### config.mk
export PLATFORM = sky130hd
export DESIGN_NAME = tl_async_wr_stage
export DESIGN_NICKNAME = d
export VERILOG_FILES = /design/src/rtl/tl_async_wr_stage.sv
export SDC_FILE = /design/constraint.sdc
export NUM_CORES = 1
export LEC_CHECK = 0
export ABC_AREA = 1
export BUFFER_PORTS_ARGS = -buffer_cell sky130_fd_sc_hd__buf_2
export CAP_MARGIN = 20
export CORE_ASPECT_RATIO = 0.5
export CORE_UTILIZATION = 45
export CTS_CLUSTER_DIAMETER = 100
export DETAILED_ROUTE_END_ITERATION = 7
export PLACE_DENSITY = 0.8
export RECOVER_POWER = 25
export SYNTH_ARGS = -nofsm -noshare
export SYNTH_HDL_FRONTEND = slang
export SYNTH_SLANG_ARGS = --single-unit
### constraint.sdc
create_clock -name clk_wr_i -period 7.9 [get_ports clk_wr_i]
set_clock_uncertainty 0.1 [all_clocks]
set_input_delay 0.395 -clock clk_wr_i [delete_from_list [all_inputs] [get_ports clk_wr_i]]
set_output_delay 0.395 -clock clk_wr_i [all_outputs]
set_load 0.03 [all_outputs]
### src/rtl/tl_async_wr_stage.sv
// -----------------------------------------------------------------------------
// tl_async_wr_stage
//
// Write-side staging buffer in front of an asynchronous FIFO. Upstream requests
// land in a two-entry skid buffer (EMPTY / ONE / TWO). The head entry drives the
// FIFO write port straight from flops. An outstanding-request limiter keeps the
// number of issued, unretired requests at or below MaxOut. Retirements arrive
// as single-cycle pulses that are already in the clk_wr_i domain.
//
// Optional build macro:
//   TL_ASYNC_WR_STALL_CNT_EN - when defined, stall_cnt_o counts the cycles in
//                              which buffered data is held back only by the
//                              outstanding limit. The count saturates at 16'hFFFF.
//                              When undefined, stall_cnt_o is tied to 0 and no
//                              counter flops exist.
//
// Ports:
//   clk_wr_i        in   1       write-domain clock
//   rst_wr_ni       in   1       asynchronous active-low reset
//   req_valid_i     in   1       upstream request valid
//   req_ready_o     out  1       upstream request ready (registered)
//   req_data_i      in   Width   upstream packed request
//   fifo_wvalid_o   out  1       async FIFO write valid (registered)
//   fifo_wready_i   in   1       async FIFO write ready
//   fifo_wdata_o    out  Width   async FIFO write data (registered)
//   fifo_wdepth_i   in   DepthW  async FIFO fill level (debug only, unused here)
//   rsp_done_i      in   1       one response retired (pulse)
//   outstanding_o   out  OutW    issued but unretired requests
//   idle_o          out  1       buffer empty and nothing outstanding
//   err_underflow_o out  1       sticky: retirement seen with nothing outstanding
//   stall_cnt_o     out  16      limiter-stall cycle count
// -----------------------------------------------------------------------------
module tl_async_wr_stage #(
  parameter int Width  = 16,
  parameter int Depth  = 3,
  parameter int MaxOut = 4,
  parameter int DepthW = $clog2(Depth + 1),
  parameter int OutW   = $clog2(MaxOut + 1)
) (
  input  logic              clk_wr_i,
  input  logic              rst_wr_ni,
  input  logic              req_valid_i,
  output logic              req_ready_o,
  input  logic [Width-1:0]  req_data_i,
  output logic              fifo_wvalid_o,
  input  logic              fifo_wready_i,
  output logic [Width-1:0]  fifo_wdata_o,
  input  logic [DepthW-1:0] fifo_wdepth_i,
  input  logic              rsp_done_i,
  output logic [OutW-1:0]   outstanding_o,
  output logic              idle_o,
  output logic              err_underflow_o,
  output logic [15:0]       stall_cnt_o
);

  localparam logic [OutW-1:0] MAX_OUT_C = OutW'(MaxOut);
  localparam logic [OutW-1:0] OUT_INC_C = OutW'(1);

  typedef enum logic [1:0] {
    EMPTY = 2'd0,
    ONE   = 2'd1,
    TWO   = 2'd2
  } state_e;

  state_e           state_p0, state_nxt;
  logic [Width-1:0] head_p0, head_nxt;
  logic [Width-1:0] skid_p0, skid_nxt;
  logic [OutW-1:0]  out_p0, out_nxt;
  logic             rdy_p0, rdy_nxt;
  logic             vld_p0, vld_nxt;
  logic             err_p0, err_nxt;
  logic             accept, issue;

  // The FIFO fill level is carried for debug visibility only.
  logic unused_wdepth;
  assign unused_wdepth = ^fifo_wdepth_i;

  assign accept = req_valid_i && rdy_p0;
  assign issue  = vld_p0 && fifo_wready_i;

  // Skid-buffer next state. The head only reloads when it is consumed
  // (or empty), so the FIFO sees stable data while it is stalled.
  always_comb begin
    state_nxt = state_p0;
    head_nxt  = head_p0;
    skid_nxt  = skid_p0;
    unique case (state_p0)
      EMPTY: begin
        if (accept) begin
          state_nxt = ONE;
          head_nxt  = req_data_i;
        end
      end
      ONE: begin
        unique case ({accept, issue})
          2'b10: begin
            state_nxt = TWO;
            skid_nxt  = req_data_i;
          end
          2'b01: state_nxt = EMPTY;
          2'b11: head_nxt  = req_data_i;
          default: ;
        endcase
      end
      TWO: begin
        if (issue) begin
          state_nxt = ONE;
          head_nxt  = skid_p0;
        end
      end
      default: state_nxt = EMPTY;
    endcase
  end

  // Outstanding counter. A retirement with nothing outstanding (and nothing
  // issuing) leaves the count at zero and latches the underflow flag.
  always_comb begin
    out_nxt = out_p0;
    err_nxt = err_p0;
    if (issue && !rsp_done_i) begin
      out_nxt = out_p0 + OUT_INC_C;
    end else if (rsp_done_i && !issue) begin
      if (out_p0 == '0) begin
        err_nxt = 1'b1;
      end else begin
        out_nxt = out_p0 - OUT_INC_C;
      end
    end
  end

  // Valid and ready are precomputed from next-cycle state so both leave the
  // block straight from flops; ready has no path from fifo_wready_i.
  assign vld_nxt = (state_nxt != EMPTY) && (out_nxt < MAX_OUT_C);
  assign rdy_nxt = (state_nxt != TWO);

  // ---- stage p0: registered control and head data ----
  always_ff @(posedge clk_wr_i or negedge rst_wr_ni) begin
    if (!rst_wr_ni) begin
      state_p0 <= EMPTY;
      rdy_p0   <= 1'b1;
      vld_p0   <= 1'b0;
      out_p0   <= '0;
      err_p0   <= 1'b0;
      head_p0  <= '0;
    end else begin
      state_p0 <= state_nxt;
      rdy_p0   <= rdy_nxt;
      vld_p0   <= vld_nxt;
      out_p0   <= out_nxt;
      err_p0   <= err_nxt;
      head_p0  <= head_nxt;
    end
  end

  always_ff @(posedge clk_wr_i) begin
    skid_p0 <= skid_nxt;
  end

  assign req_ready_o     = rdy_p0;
  assign fifo_wvalid_o   = vld_p0;
  assign fifo_wdata_o    = head_p0;
  assign outstanding_o   = out_p0;
  assign err_underflow_o = err_p0;
  assign idle_o          = (state_p0 == EMPTY) && (out_p0 == '0);

`ifdef TL_ASYNC_WR_STALL_CNT_EN
  function automatic logic [15:0] sat_inc16(input logic [15:0] val);
    return (val == 16'hFFFF) ? val : val + 16'd1;
  endfunction

  logic [15:0] stall_p0;

  // ---- stage p0: limiter-stall counter ----
  always_ff @(posedge clk_wr_i or negedge rst_wr_ni) begin
    if (!rst_wr_ni) begin
      stall_p0 <= '0;
    end else if ((state_p0 != EMPTY) && (out_p0 == MAX_OUT_C)) begin
      stall_p0 <= sat_inc16(stall_p0);
    end
  end

  assign stall_cnt_o = stall_p0;
`else
  assign stall_cnt_o = '0;
`endif

endmodule

=== After elaboration in Yosys (flattened, before gate mapping) ===
Cells that the tools add are included.
W data, S select, Z words.

* Register bits after elaboration: 40
* Bits in latches: 0
* RAM bits: 0
* ROM bits: 0
* Input port bits: 23
* Output and inout bits: 39
* Logic and storage cells: 46
* Memories: 0

* $add $sub $neg: 2
* $mul: 0
* Divide/modulo/power cells: 0
* Magnitude comparators: 1
* Equal/unequal tests: 9
* Shifts and indexed selects: 0
* Multiplexer cells: 11
* Bitwise operators: 1
* Reductions and logical operators: 15

{| class="wikitable"
|+ Operator list
! cell !! number
|-
| $mux W16 || 3
|-
| $pmux W16 S3 || 1
|-
| $mux W3 || 3
|-
| $eq A2 B2 Y1 const B || 3
|-
| $logic_and A1 B1 Y1 || 6
|-
| $ne A2 B2 Y1 const B || 3
|-
| $pmux W2 S3 || 1
|-
| $eq A2 B1 Y1 const B || 2
|-
| $mux W2 || 2
|-
| $pmux W2 S2 || 1
|-
| $reduce_and A4 Y1 || 1
|-
| $add A3 B1 Y3 const B || 1
|-
| $logic_not A3 Y1 || 1
|-
| $lt A3 B3 Y1 const B || 1
|-
| $reduce_and A3 Y1 || 1
|-
| $reduce_bool A3 Y1 || 1
|-
| $sub A3 B1 Y3 const B || 1
|-
| $logic_not A1 Y1 || 2
|-
| $logic_not A2 Y1 || 1
|-
| $ne A2 B1 Y1 const B || 1
|-
| $reduce_and A2 Y1 || 1
|-
| $reduce_bool A2 Y1 || 1
|-
| $not A1 Y1 || 1
|}

=== Longest topological paths before layout ===
Gate-level depths: netlist (run 1).

* Depth in word-level cells: 7
* Gate-level depth with buffers: 9
* Depth with buffers taken out: 9

=== Worst setup path before layout (run 1) ===
OpenSTA, ideal clock, no wires.

* Path kind: reg-to-reg
* Start: register state_p0[1]
* End: register skid_p0[0] (enable)
* Library setup time: 0.430 ns
* Arrival: 2.383 ns
* Required time: 7.370 ns
* Setup slack: 4.987 ns
* Stages on the path, launching flop included: 4
* Path buffers: 2
* Clock period less this slack: 2.913 ns
* Cell sequence: dfrtp_1 > buf_6 > clkbuf_1 > nor4_1

* Longest elaborated chain between the ends: 2

{| class="wikitable"
|+ RTL lines
! element !! RTL line !! text
|-
| from (decl) || 65 || <nowiki>state_e state_p0, state_nxt;</nowiki>
|-
| from (signal assigned) || 146 || <nowiki>state_p0 <= state_nxt;</nowiki>
|-
| $eq A2 B1 Y1 || 87 || <nowiki>unique case (state_p0)</nowiki>
|-
| $reduce_and A2 Y1 (no source line) || n/a ||
|-
| to (signal assigned) || 156 || <nowiki>skid_p0 <= skid_nxt;</nowiki>
|-
| to (decl) || 67 || <nowiki>logic [Width-1:0] skid_p0, skid_nxt;</nowiki>
|}

No other way between the ends.
A chain may end at the register's enable or synchronous reset.

=== Final worst setup path (run 1) ===
* Start: register out_p0[0] (netlist: outstanding_o[0])
* End: output idle_o

* Longest elaborated chain between the ends: 2

{| class="wikitable"
|+ RTL lines
! element !! RTL line !! text
|-
| from (decl) || 68 || <nowiki>logic [OutW-1:0] out_p0, out_nxt;</nowiki>
|-
| from (signal assigned) || 149 || <nowiki>out_p0 <= out_nxt;</nowiki>
|-
| $logic_not A3 Y1 || 164 || <nowiki>assign idle_o = (state_p0 == EMPTY) && (out_p0 == '0);</nowiki>
|-
| $logic_and A1 B1 Y1 || 164 ||
|-
| to (decl) || 51 || <nowiki>output logic idle_o,</nowiki>
|}

No other way between the ends.

==> results.md, run 1 <==
* Run status: completed
* Max clock buf depth at 2
* Maximum number of pins on one net before global-route repair at 25
* Launch instance of the worst register-to-register path: state_p0[1]
* Synth top area share at a little under 30%
* Number of nets at the end of the flow at approximately 280
* Beginning of the worst hold path: req_data_i[12]
* Clock Root Buffer: sky130_fd_sc_hd__clkbuf_8
* DRC violation total after the first TritonRoute iteration at 64
* Switching portion of total power at around 47%
* Crit path max fanout at 4
* Number of max-cap violations at 0
* Hold violation total from the final report at 0
* Total routing usage reported by global routing at 18.82%
* Power per standard cell area at ~400 nW/µm²
* Number of synthesized flops with an enable pin at 16
* Number of I/O pins at between 60 and 70
* Cells after Synth at about 210
* Combinational share of power at 48.0%
* Post-route antenna net violation count at 0
* Sum of net half-perimeters after detailed placement at ~2.7 mm
* Drt pass-1 iters at 5
* Mean cell area of the mapped netlist at 9.219 µm²
* Number of buffers created by CTS at 5
* Share of synthesized area occupied by flip-flops and latches at ~55%
* Critical path arrival at 1.60 ns
* Unrepaired setup endpoints after global routing: false
* Launch point of the critical path: outstanding_o[0]
* Number of global-route vias before repair at between 1k and 1.5k
* Register bit count reported by yosys at 40
* Sequential power share at a little under two fifths
* Starting utilization of the core area at 48.57%
* Clock latency on the worst-skew pair at between 0.2 and 0.3 ns
* Post-DR wirelength/cell at roughly 12 µm
* Final Setup Violations at 0
* Overall die area at ~4600 µm²
* Static leakage at 0.001120 µW
* Worst hold slack at about 0.19 ns
* Horizontal extent of the die at approximately 95 µm
* Number of vias after detailed routing at 1463
* Proportion of layout cells with a drive suffix above 1 at a little under a fifth
* Synth Flop Type: sky130_fd_sc_hd__dfrtp_1
* Top post-synthesis cells by count: 76 x sky130_fd_sc_hd__nand2_1, 23 x sky130_fd_sc_hd__dfrtp_1, 18 x sky130_fd_sc_hd__nand3_1
* Biggest area contributors in the synthesized netlist: sky130_fd_sc_hd__dfrtp_1 29%, sky130_fd_sc_hd__edfxtp_1 25%, sky130_fd_sc_hd__nand2_1 15%
* Min Tclk post-route at between 2 and 2.5 ns
* Post-synthesis async set-or-reset flop share at between 60% and 70%
* Via density per instance at between 4 and 5
* Required time of the worst setup path at between 7 and 8 ns
* Height of the die at ~50 µm
* CTS tree: done
* DR DRC count at 0
* Fill cells at ~370
* Category of the critical setup timing path: reg2out
* Slew @ Worst Pin at 1.238 ns
* Antenna cells at 0
* First-pass GRT wire length at roughly 6.5 mm
* Cell-internal power at approximately 470 µW
* Routed Wire Length at roughly 3.8 mm
* Worst Setup End Kind: primary output
* Portion of total power attributed to the clock network at between 10% and 20%
* Max-slew violation count at 0
* Dominant cell by count in the synthesized netlist: sky130_fd_sc_hd__nand2_1
* Post-synthesis cell type with the largest combined area: sky130_fd_sc_hd__dfrtp_1
* Setup TNS Final at 0 ns
* Port Buffers at 43
* Netlist area before placement at around 2000 µm²
* F_max at about 480 MHz
* FP Rows at 16
* Number of warnings printed during yosys synthesis at 0
* Worst IR drop on VDD at about 130 µV
* Synth-to-Final Area Change at 13.25%
* CTS clk-pin slew, worst paths at ~0.07 ns
* Floorplan Core Area at 4024 µm²
* Clock Sinks at 40
* Total global routing overflow at 0
* Worst slew margin at 17.43%
* Final weighted congestion in routability-driven placement at 0.7428
* Setup crit start kind: flop
* Power dissipated by switching net loads at 423.5 µW
* Final worst path period share at 26.56%
* Worst hold-check path type: in2reg
* Initial antenna violation count at 0
* Library cells used by synthesis at 26
* Count of H-tree levels built during CTS at 2
==> stage by stage <==
stage                     cell area (µm²)  worst slack [ns]  power [µW]  util [%]  instances
after CTS                            2227             5.782       905.4     55.35        311
after floorplan                      2011             4.987       678.6         -        227
after detailed placement             2137             6.015       776.3     53.11        302
after global routing                 2213             5.608       969.4     55.01        311
final                                2213             5.802       896.4     55.01        311
after global placement               2137             6.090       757.3     53.11        302
==> power groups by stage <==
stage	Combinational, µW	Clock (µW)	Sequential (µW)
final	430	128	338
after global routing	483	139	348
after CTS	436	131	338
after detailed placement	434	0	343
after global placement	419	0	338
after floorplan	246	0	432
==> state kept, by name, indices dropped and copies added (netlist names) <==
name,flops
err_underflow_o,1
fifo_wdata_o,16
fifo_wvalid_o,1
outstanding_o,3
req_ready_o,1
skid_p0,16
state_p0,2
==> critical path, cell delays in order (launching register included) <==
cell and delay [ns]:
sky130_fd_sc_hd__dfrtp_1 0.42, sky130_fd_sc_hd__inv_1 0.09, sky130_fd_sc_hd__ha_1 0.16, sky130_fd_sc_hd__inv_1 0.04, sky130_fd_sc_hd__nor2_1 0.21, sky130_fd_sc_hd__inv_1 0.09
sky130_fd_sc_hd__nor2_1 0.10, sky130_fd_sc_hd__buf_2 0.20
==> layer usage <==
layer  wire, µm  track usage [%]  part of all wire (%)
met1       1727            22.86                    46
met2       1801            31.55                    48
met3        202            6.132                   5.4
met4         42            6.313                   1.1
met5          0                0                     0
==> cell families (layout without fill, tap and decap cells) <==
| family | Yosys count | count (layout) | synth area share [%] |
|---|---|---|---|
| AOI/OAI and AO/OA | 22 | 22 | 5.889 |
| xor gates and xnor gates | 2 | 2 | 0.8965 |
| adders and majority gates | 3 | 3 | 1.921 |
| buffers and inverters | 35 | 65 | 11.14 |
| DFF | 40 | 40 | 55.38 |
| other | 1 | 16 | 0.1919 |
| and+or+nand+nor | 109 | 109 | 24.58 |
==> placed cells by master, fill, tap and decap left out <==
cell type,instances
sky130_fd_sc_hd__inv_4,1
sky130_fd_sc_hd__or2_2,1
sky130_fd_sc_hd__dfrtp_1,23
sky130_fd_sc_hd__ha_1,3
sky130_fd_sc_hd__nand2_4,3
sky130_fd_sc_hd__inv_1,9
sky130_fd_sc_hd__o21bai_1,2
sky130_fd_sc_hd__o21ai_1,7
sky130_fd_sc_hd__nor2_8,1
sky130_fd_sc_hd__buf_2,32
sky130_fd_sc_hd__xor2_1,2
sky130_fd_sc_hd__nand4_1,1
sky130_fd_sc_hd__a21oi_1,2
sky130_fd_sc_hd__clkinv_1,1
sky130_fd_sc_hd__clkbuf_8,5
sky130_fd_sc_hd__inv_2,2
sky130_fd_sc_hd__nand2_1,76
sky130_fd_sc_hd__edfxtp_1,16
sky130_fd_sc_hd__conb_1,16
sky130_fd_sc_hd__dfstp_2,1
sky130_fd_sc_hd__nor4_2,1
sky130_fd_sc_hd__nand2_2,1
sky130_fd_sc_hd__clkbuf_1,13
sky130_fd_sc_hd__nand3_1,18
sky130_fd_sc_hd__nor2_1,7
sky130_fd_sc_hd__dlygate4sd3_1,1
sky130_fd_sc_hd__o21ai_0,11
sky130_fd_sc_hd__buf_4,1
==> repair_timing <==
item | in CTS | in global routing
resized for setup | 0 | 0
buffers inserted | 0 | 0
hold buffers | 1 | 0
endpoints found under the setup margin | 0 | 0
endpoints found under the hold margin | 23 | 0
==> final timing paths <==
check                      cells after the start  slack [ns]               end
min reg2reg                                    1        0.38   err_underflow_o
min in group asynchronous                      2        0.80  outstanding_o[0]
min                                            1        0.19       skid_p0[12]
max reg2reg                                    5        6.01   fifo_wdata_o[9]
max                                            7        5.80            idle_o
max in group asynchronous                      2        6.16   fifo_wdata_o[8]
==> final cells by class <==
type / count / area (µm²) / share of cell area (%)
sequential: 40 / 1082 / 48.90
multi-input combinational: 152 / 716.9 / 32.39
clock buffer: 7 / 76.32 / 3.448
clock inverter: 1 / 3.754 / 0.1696
tap: 54 / 67.56 / 3.053
inverter: 12 / 47.55 / 2.148
timing repair buffer: 45 / 219.0 / 9.893
(Power assumes the default switching activity.)
==> run 2: changes to the inputs <==
--- a/config.mk
+++ b/config.mk
@@ -5,14 +5,14 @@
 export SDC_FILE = /design/constraint.sdc
 export NUM_CORES = 1
 export LEC_CHECK = 0
-export ABC_AREA = 1
+export ABC_AREA = 0
 export BUFFER_PORTS_ARGS = -buffer_cell sky130_fd_sc_hd__buf_2
 export CAP_MARGIN = 20
 export CORE_ASPECT_RATIO = 0.5
 export CORE_UTILIZATION = 45
 export CTS_CLUSTER_DIAMETER = 100
 export DETAILED_ROUTE_END_ITERATION = 7
-export PLACE_DENSITY = 0.8
+export PLACE_DENSITY = 0.81
 export RECOVER_POWER = 25
 export SYNTH_ARGS = -nofsm -noshare
 export SYNTH_HDL_FRONTEND = slang
==> constraint.sdc (replaced) <==
create_clock -name clk_wr_i -period 2.2 [get_ports clk_wr_i]
set_clock_uncertainty 0.1 [all_clocks]
set_input_delay 0.11 -clock clk_wr_i [delete_from_list [all_inputs] [get_ports clk_wr_i]]
set_output_delay 0.11 -clock clk_wr_i [all_outputs]
set_load 0.03 [all_outputs]
==> run 2 against run 1 <==
  * Hold slack got worse by 0.17 ns
  * Via count fell by 10%
  * Register-to-register slack got worse by 5.5 ns
  * Count of clock-buffer cells in the layout fell by 2
==> results.md, run 2 <==
* Post-DR wirelength/cell at 12.74 µm (+5.0%)
* Register bit count reported by yosys at 40 (unchanged)
* Proportion of layout cells with a drive suffix above 1 at 21.66% (+2.6 points)
* Number of I/O pins at 62 (unchanged)
* First-pass GRT wire length at 5.326 mm (-18%)
* Place WS at 0.5336 ns (-5.482 ns)
* Hold violation total from the final report at 0 (unchanged)
* Flop2flop setup slack at 0.52 ns (-5.49 ns)
* Share of synthesized area occupied by flip-flops and latches at 58.45% (+3.1 points)
* Post-synthesis cell type with the largest combined area: sky130_fd_sc_hd__dfrtp_1
* Port Buffers at 43 (unchanged)
* FP Rows at 16 (unchanged)
* Capture endpoint of the worst hold path: outstanding_o[1]
* Dominant cell by count in the synthesized netlist: sky130_fd_sc_hd__dfrtp_1
* Synth-to-Final Area Change at 25.14%
* Run status: completed
* Number of synthesized flops with an enable pin at 16 (unchanged)
* Number of buffers created by CTS at 5 (unchanged)
* WHS Path Cells at 2 (+1)
* DR DRC count at 0 (unchanged)
* Starting utilization of the core area at 47.19% (-1.4 points)
* F_max at roughly 530 MHz
* Cell count after placement at 246 (-19%)
* Total routing usage reported by global routing at 16.11% (-2.7 points)
* Antenna cells at 0 (unchanged)
* Maximum number of pins on one net before global-route repair at 33 (+32%)
* Drt pass-1 iters at 4 (-1)
* Number of vias after detailed routing at 1312 (-10%)
* Final setup margin at 0.3301 ns (-5.472 ns)
* Required time of the worst setup path at 1.99 ns (-5.41 ns)
* Highest-count cells in the layout ignoring fill and taps: 30 x sky130_fd_sc_hd__buf_2, 23 x sky130_fd_sc_hd__dfrtp_1, 21 x sky130_fd_sc_hd__a21oi_1
* Unrepaired setup endpoints after global routing: false
* Top post-synthesis cells by count: 23 x sky130_fd_sc_hd__dfrtp_1, 21 x sky130_fd_sc_hd__a21oi_1, 20 x sky130_fd_sc_hd__buf_4, 20 x sky130_fd_sc_hd__nor2_1
* Clock Sinks at 40 (unchanged)
* Static leakage at 0.001057 µW (-5.7%)
* Launch instance of the worst register-to-register path: req_ready_o
* Crit path max fanout at 4 (unchanged)
* Launch point of the critical path: outstanding_o[0]
* Initial antenna violation count at 0 (unchanged)
* Category of the critical setup timing path: reg2out
* Overall die area at 4391 µm² (-5.1%)
* Reg-to-reg critical path endpoint: fifo_wdata_o[9]
* Cells after Synth at 154 (-27%)
* Max-slew violation count at 0 (unchanged)
* Utilization of the core after routing at 59.06% (+4.0 points)
* Final weighted congestion in routability-driven placement at 0.7785 (+4.8%)
* Mean cell area of the mapped netlist at 12.02 µm² (+30%)
* Worst slew margin at 11.57% (-5.9 points)
* DRC violation total after the first TritonRoute iteration at 53 (-17%)
* Total global routing overflow at 0 (unchanged)
* Most common cell after layout, fill and taps aside: sky130_fd_sc_hd__buf_2
* Synth Flop Type: sky130_fd_sc_hd__dfrtp_1
* Min Tclk post-route at between 1.5 and 2 ns
* Beginning of the worst hold path: rsp_done_i
* Setup crit start kind: flop
* Number of global-route vias before repair at 1175 (-18%)
* Max clock buf depth at 2 (unchanged)
* Number of warnings printed during yosys synthesis at 0 (unchanged)
* Worst hold-check path type: in2reg
* Biggest area contributors in the synthesized netlist: sky130_fd_sc_hd__dfrtp_1 31%, sky130_fd_sc_hd__edfxtp_1 26%, sky130_fd_sc_hd__mux2i_1 8.6%
* Number of nets at the end of the flow at 242 (-14%)
* Setup TNS Final at 0 ns (unchanged)
* Final worst path period share at 85.00%
* Overall power at 3370 µW (+280%)
* Synth top area share at 31.08% (+1.6 points)
* CTS tree: done
* Final instance count without filler cells at 271 (-13%)
* Height of the die at 47.36 µm (-2.6%)
* Post-synthesis async set-or-reset flop share at 60.00% (unchanged)
* Floorplan Core Area at 3924 µm² (-2.5%)
* Fill cells at 333 (-9.8%)
* Count of H-tree levels built during CTS at 2 (unchanged)
* Clock latency on the worst-skew pair at 0.28 ns (about the same)
* Critical path arrival at 1.66 ns (+0.06 ns)
* Horizontal extent of the die at 92.72 µm (-2.6%)
* Netlist area before placement at 1852 µm² (-5.2%)
* Sum of net half-perimeters after detailed placement at 2.339 mm (-14%)
* Post-route antenna net violation count at 0 (unchanged)
* Routed Wire Length at 3.453 mm (-8.5%)
* Clock Root Buffer: sky130_fd_sc_hd__clkbuf_8
* Length in cells of the worst reg-to-reg path at 5 (unchanged)
* Number of max-cap violations at 0 (unchanged)
* Worst IR drop on VDD at 440.9 µV (+250%)
* CTS clk-pin slew, worst paths at 0.07 ns (about the same)
* Library cells used by synthesis at 35 (+35%)
* Slew @ Worst Pin at 1.326 ns (+0.08790 ns)
* Final Setup Violations at 0 (unchanged)
* Worst Setup End Kind: primary output
* Via density per instance at 4.841 (+2.9%)
* Power per standard cell area at 1454 nW/µm² (+260%)
## run 2: changes by cell type after synthesis, moves of 3 or more
cell	previous run	this run
sky130_fd_sc_hd__nand2_1	76	4
sky130_fd_sc_hd__nor2_1	7	20
sky130_fd_sc_hd__o21ai_0	11	0
sky130_fd_sc_hd__buf_6	3	0
sky130_fd_sc_hd__nand3_1	18	0
sky130_fd_sc_hd__nand2_4	3	0
sky130_fd_sc_hd__o21ai_1	7	0
sky130_fd_sc_hd__buf_4	16	20
sky130_fd_sc_hd__a21oi_1	2	21
sky130_fd_sc_hd__inv_1	9	2
sky130_fd_sc_hd__mux2i_1	0	16
## run 2: worst max-delay path by stage
stage | to | slack (ns)
after floorplan | skid_p0[0] | 0.18
after global placement | fifo_wdata_o[8] | 0.60
after detailed placement | fifo_wdata_o[4] | 0.53
after CTS | idle_o | 0.30
after global routing | idle_o | 0.21
final | idle_o | 0.33
## run 2: timing repair
item                                   in CTS  in global routing
resized for setup                           0                  0
endpoints found under the hold margin      39                  0
setup buffers                               0                  0
hold buffers                               17                  0
## run 2: power breakdown
| group | switching, µW | internal [µW] | leakage [µW] | total [µW] |
|---|---|---|---|---|
| Combinational | 1010 | 537 | 0.000588 | 1550 |
| Clock | 242 | 330 | 0.0000532 | 572 |
| Sequential | 183 | 1070 | 0.000415 | 1250 |
| Total | 1440 | 1930 | 0.00106 | 3370 |
## run 2: cell type report
| class | instances | area (µm²) | share of cell area [%] |
|---|---|---|---|
| clock inverters | 3 | 37.54 | 1.620 |
| multi-input cells | 103 | 654.4 | 28.24 |
| flip-flops and latches | 40 | 1082 | 46.71 |
| clock buffers | 5 | 68.82 | 2.970 |
| inverters | 2 | 7.507 | 0.3240 |
| repair buffers | 64 | 399.1 | 17.22 |
| well taps | 54 | 67.56 | 2.916 |
## run 2: cells by family after synthesis
logic type      after synthesis  share of synthesized area, %
flops                        40                         58.45
compound gates               33                         12.30
buf+inv                      26                         9.527
other cells                   1                        0.2025
xor+xnor                      1                        0.4731
mux                          16                         8.648
fa+ha+maj                     3                         2.027
simple gates                 34                         8.379
## run 2: through the flow
| stage | instance area (µm²) | hold WS (ns) |
|---|---|---|
| after floorplan | 1913 | -0.2856 |
| after global placement | 2057 | 0.02659 |
| after detailed placement | 2057 | 0.03116 |
| after CTS | 2333 | 0.01102 |
| after global routing | 2317 | 0.03140 |
| final | 2317 | 0.01849 |
## run 2: worst max-delay path, stage by stage, from the launching register on
cell and delay, ns:
sky130_fd_sc_hd__dfrtp_1 0.42, sky130_fd_sc_hd__inv_1 0.10, sky130_fd_sc_hd__ha_1 0.19, sky130_fd_sc_hd__nor2b_1 0.25, sky130_fd_sc_hd__nor3b_1 0.20, sky130_fd_sc_hd__buf_2 0.23
## run 2: metal layers
| metal | track usage [%] | up-vias | part of all wire [%] |
|---|---|---|---|
| met5 | 0 | - | 0 |
| met4 | 4.308 | 0 | 0.29 |
| met3 | 4.531 | 4 | 5.0 |
| met2 | 29.63 | 47 | 50 |
| met1 | 19.59 | 624 | 45 |
| li1 | - | 637 | - |
==> run 3: changes to the inputs <==
--- a/config.mk
+++ b/config.mk
@@ -5,14 +5,14 @@
 export SDC_FILE = /design/constraint.sdc
 export NUM_CORES = 1
 export LEC_CHECK = 0
-export ABC_AREA = 0
+export ABC_AREA = 1
 export BUFFER_PORTS_ARGS = -buffer_cell sky130_fd_sc_hd__buf_2
 export CAP_MARGIN = 20
 export CORE_ASPECT_RATIO = 0.5
 export CORE_UTILIZATION = 45
 export CTS_CLUSTER_DIAMETER = 100
 export DETAILED_ROUTE_END_ITERATION = 7
-export PLACE_DENSITY = 0.81
+export PLACE_DENSITY = 0.83
 export RECOVER_POWER = 25
 export SYNTH_ARGS = -nofsm -noshare
 export SYNTH_HDL_FRONTEND = slang
==> constraint.sdc (replaced) <==
create_clock -name clk_wr_i -period 1.7 [get_ports clk_wr_i]
set_clock_uncertainty 0.1 [all_clocks]
set_input_delay 0.085 -clock clk_wr_i [delete_from_list [all_inputs] [get_ports clk_wr_i]]
set_output_delay 0.085 -clock clk_wr_i [all_outputs]
set_load 0.03 [all_outputs]
==> run 3 against run 2 <==
  * Register-to-register slack lost 0.36 ns
  * Sequential power grew 25%
  * Non-clock buffer count grew 4
  * Count of clock-buffer cells in the layout is the same
  * Via count grew 22%
  * Critical path depth grew 2
  * Combinational power grew 48%
  * Design area grew 7.6%
  * Sequential share of layout area shrank 3.3 points
  * Critical path type unchanged
  * Critical endpoint unchanged
==> results.md, run 3 (synthesized netlist as in run 1, its figures left out) <==
* Run status: completed
* Worst slew margin at 61.35% (+50 points)
* Power per standard cell area at 1844 nW/µm² (+27%)
* FP Rows at 16 (unchanged)
* Crit path max fanout at 4 (unchanged)
* Largest delay share family, worst path: flip-flops
* Area used by sequential logic in the layout at 1084 µm² (+0.12%)
* Number of buffers created by CTS at 5 (unchanged)
* Met2 Resource Use GR at 34.64% (+5.0 points)
* Sequential power share at 33.8% (-3.2 points)
* Number of global-route vias before repair at 1537 (+31%)
* Number of buffer and inverter instances along the worst setup path at 4 (+2)
* Post-DR wirelength/cell at 12.72 µm (-0.13%)
* Min Tclk post-route at roughly 1.6 ns
* Category of the critical setup timing path: reg2out
* Final weighted congestion in routability-driven placement at 0.8198 (+5.3%)
* Worst Setup End Kind: primary output
* Post-route antenna net violation count at 0 (unchanged)
* CTS tree: done
* Final setup margin at 0.07824 ns (-0.2518 ns)
* First-pass GRT wire length at 7.003 mm (+31%)
* Critical path arrival at 1.44 ns (-0.22 ns)
* F_max at slightly above 600 MHz
* Global-route track usage on met1 at 23.66% (+4.1 points)
* WP depth at 7 (+2)
* Port Buffers at 43 (unchanged)
* Horizontal extent of the die at 95.20 µm (+2.7%)
* Top Usage Layer GRT: met2
* Overall die area at 4627 µm² (+5.4%)
* Floorplan Core Area at 4024 µm² (+2.6%)
* Number of max-cap violations at 0 (unchanged)
* Place WS at 0.07224 ns (-0.4614 ns)
* Synth-to-Final Area Change at 27.59%
* Proportion of layout cells with a drive suffix above 1 at 22.14% (+0.48 points)
* Beginning of the worst hold path: rsp_done_i
* Static leakage at 0.001232 µW (+17%)
* Initial antenna violation count at 0 (unchanged)
* Sum of net half-perimeters after detailed placement at 2.705 mm (+16%)
* Worst IR drop on VDD at 684.4 µV (+55%)
* Max-slew violation count at 0 (unchanged)
* Switching portion of total power at 45.52% (+2.9 points)
* DR DRC count at 0 (unchanged)
* Via density per instance at 4.781 (-1.2%)
* Clock Root Buffer: sky130_fd_sc_hd__clkbuf_8
* Total routing usage reported by global routing at 20.36% (+4.2 points)
* Utilization of the core after routing at 61.97% (+2.9 points)
* Hold violation total from the final report at 0 (unchanged)
* Combinational share of power at 49.9% (+3.9 points)
* Slew @ Worst Pin at 0.5797 ns (-0.7467 ns)
* Final worst path period share at 95.40%
* Maximum number of pins on one net before global-route repair at 25 (-24%)
* Total global routing overflow at 0 (unchanged)
* Power dissipated by switching net loads at 2093 µW (+46%)
* Height of the die at 48.60 µm (+2.6%)
* Launch point of the critical path: outstanding_o[1]
* Number of nets at the end of the flow at 305 (+26%)
* Critical path's most frequent cell: sky130_fd_sc_hd__inv_2
* Portion of total power attributed to the clock network at 16.3% (-0.7 points)
* Cell-internal power at 2504 µW (+30%)
* Number of I/O pins at 62 (unchanged)
* Drt pass-1 iters at 5 (+1)
* CTS clk-pin slew, worst paths at 0.07 ns (about the same)
* Final Setup Violations at 0 (unchanged)
* Count of H-tree levels built during CTS at 2 (unchanged)
* Global-route met3 utilization at 4.560% (+0.029 points)
* Setup TNS Final at 0 ns (unchanged)
* DRC violation total after the first TritonRoute iteration at 110 (+110%)
* Most common cell after layout, fill and taps aside: sky130_fd_sc_hd__nand2_1
* CP max stage cell: sky130_fd_sc_hd__dfrtp_1
* Worst hold slack at 0.04408 ns (+0.02559 ns)
* Setup crit start kind: flop
* Number of vias after detailed routing at 1597 (+22%)
* Longest individual stage delay on the worst path at 0.41 ns (about the same)
* Max clock buf depth at 2 (unchanged)
* Clock latency on the worst-skew pair at 0.30 ns (+0.02 ns)
* Antenna cells at 0 (unchanged)
* Routed Wire Length at 4.250 mm (+23%)
* Unrepaired setup endpoints after global routing: false
* Cells along the critical path: inv_2 -> ha_2 -> inv_1 -> nor2_4 -> inv_2 -> nor2_1 -> buf_4
* Starting utilization of the core area at 48.57% (+1.4 points)
* Worst hold-check path type: in2reg
* Required time of the worst setup path at 1.51 ns (-0.48 ns)
* Highest-count cells in the layout ignoring fill and taps: 74 x sky130_fd_sc_hd__nand2_1, 26 x sky130_fd_sc_hd__buf_2, 22 x sky130_fd_sc_hd__dfrtp_1
* Clock Sinks at 40 (unchanged)
* Launch instance of the worst register-to-register path: outstanding_o[1]
* Area of the multi-input gates at 745.7 µm² (+14%)
* Length in cells of the worst reg-to-reg path at 7 (+2)
* Fill cells at 319 (-4.2%)
* WHS Path Cells at 3 (+1)
run 3: worst reg2reg max path: cells and delay by family, from the launching register on:
family	cells	cell delay, ns
adder cells (fa/ha/maj)	1	0.17
buffers and inverters	2	0.13
AND/OR/NAND/NOR	3	0.51
AO/OA/AOI/OAI	1	0.15
flip-flops	1	0.41
run 3: power by group through the flow:
stage          Sequential [µW]  Clock, µW  Combinational (µW)
2_1_floorplan             2020          0                1170
3_3_place_gp              1540          0                2060
3_5_place_dp              1560          0                2140
4_1_cts                   1550        755                2200
5_1_grt                   1590        778                2520
6_report                  1560        748                2290
run 3: worst paths after layout:
| check | to | slack (ns) |
|---|---|---|
| max | idle_o | 0.08 |
| min | err_underflow_o | 0.04 |
| max reg2reg | outstanding_o[1] | 0.16 |
| min reg2reg | fifo_wdata_o[3] | 0.39 |
| max in group asynchronous | fifo_wvalid_o | 0.82 |
| min in group asynchronous | state_p0[1] | 0.27 |
run 3: final cells by class:
cell class	instances	share of cell area, %
repair buffers	68	17.76
clock buffers	5	2.760
clock inverters	3	1.505
inverters	12	1.907
flip-flops and latches	40	43.45
well taps	54	2.709
multi-input cells	152	29.90
run 3: metrics by stage:
stage	instance area, µm²	total power (µW)	instances
floorplan	2037	3190	227
global placement	2192	3607	305
detailed placement	2192	3701	305
CTS	2479	4506	330
finish	2494	4597	334
global route	2494	4887	334
run 3: routing by layer:
metal,vias to the layer above,wire [µm]
met5,-,0
met4,0,73
met3,6,330
met2,77,2142
met1,726,1704
li1,788,-
run 3: timing repair:
item | CTS | global route
gates resized for setup | 3 | 4
hold buffers | 17 | 0
endpoints found under the setup margin | 1 | 2
setup buffers | 0 | 4
hold endpoints to repair | 39 | 0
pin swaps | 0 | 1
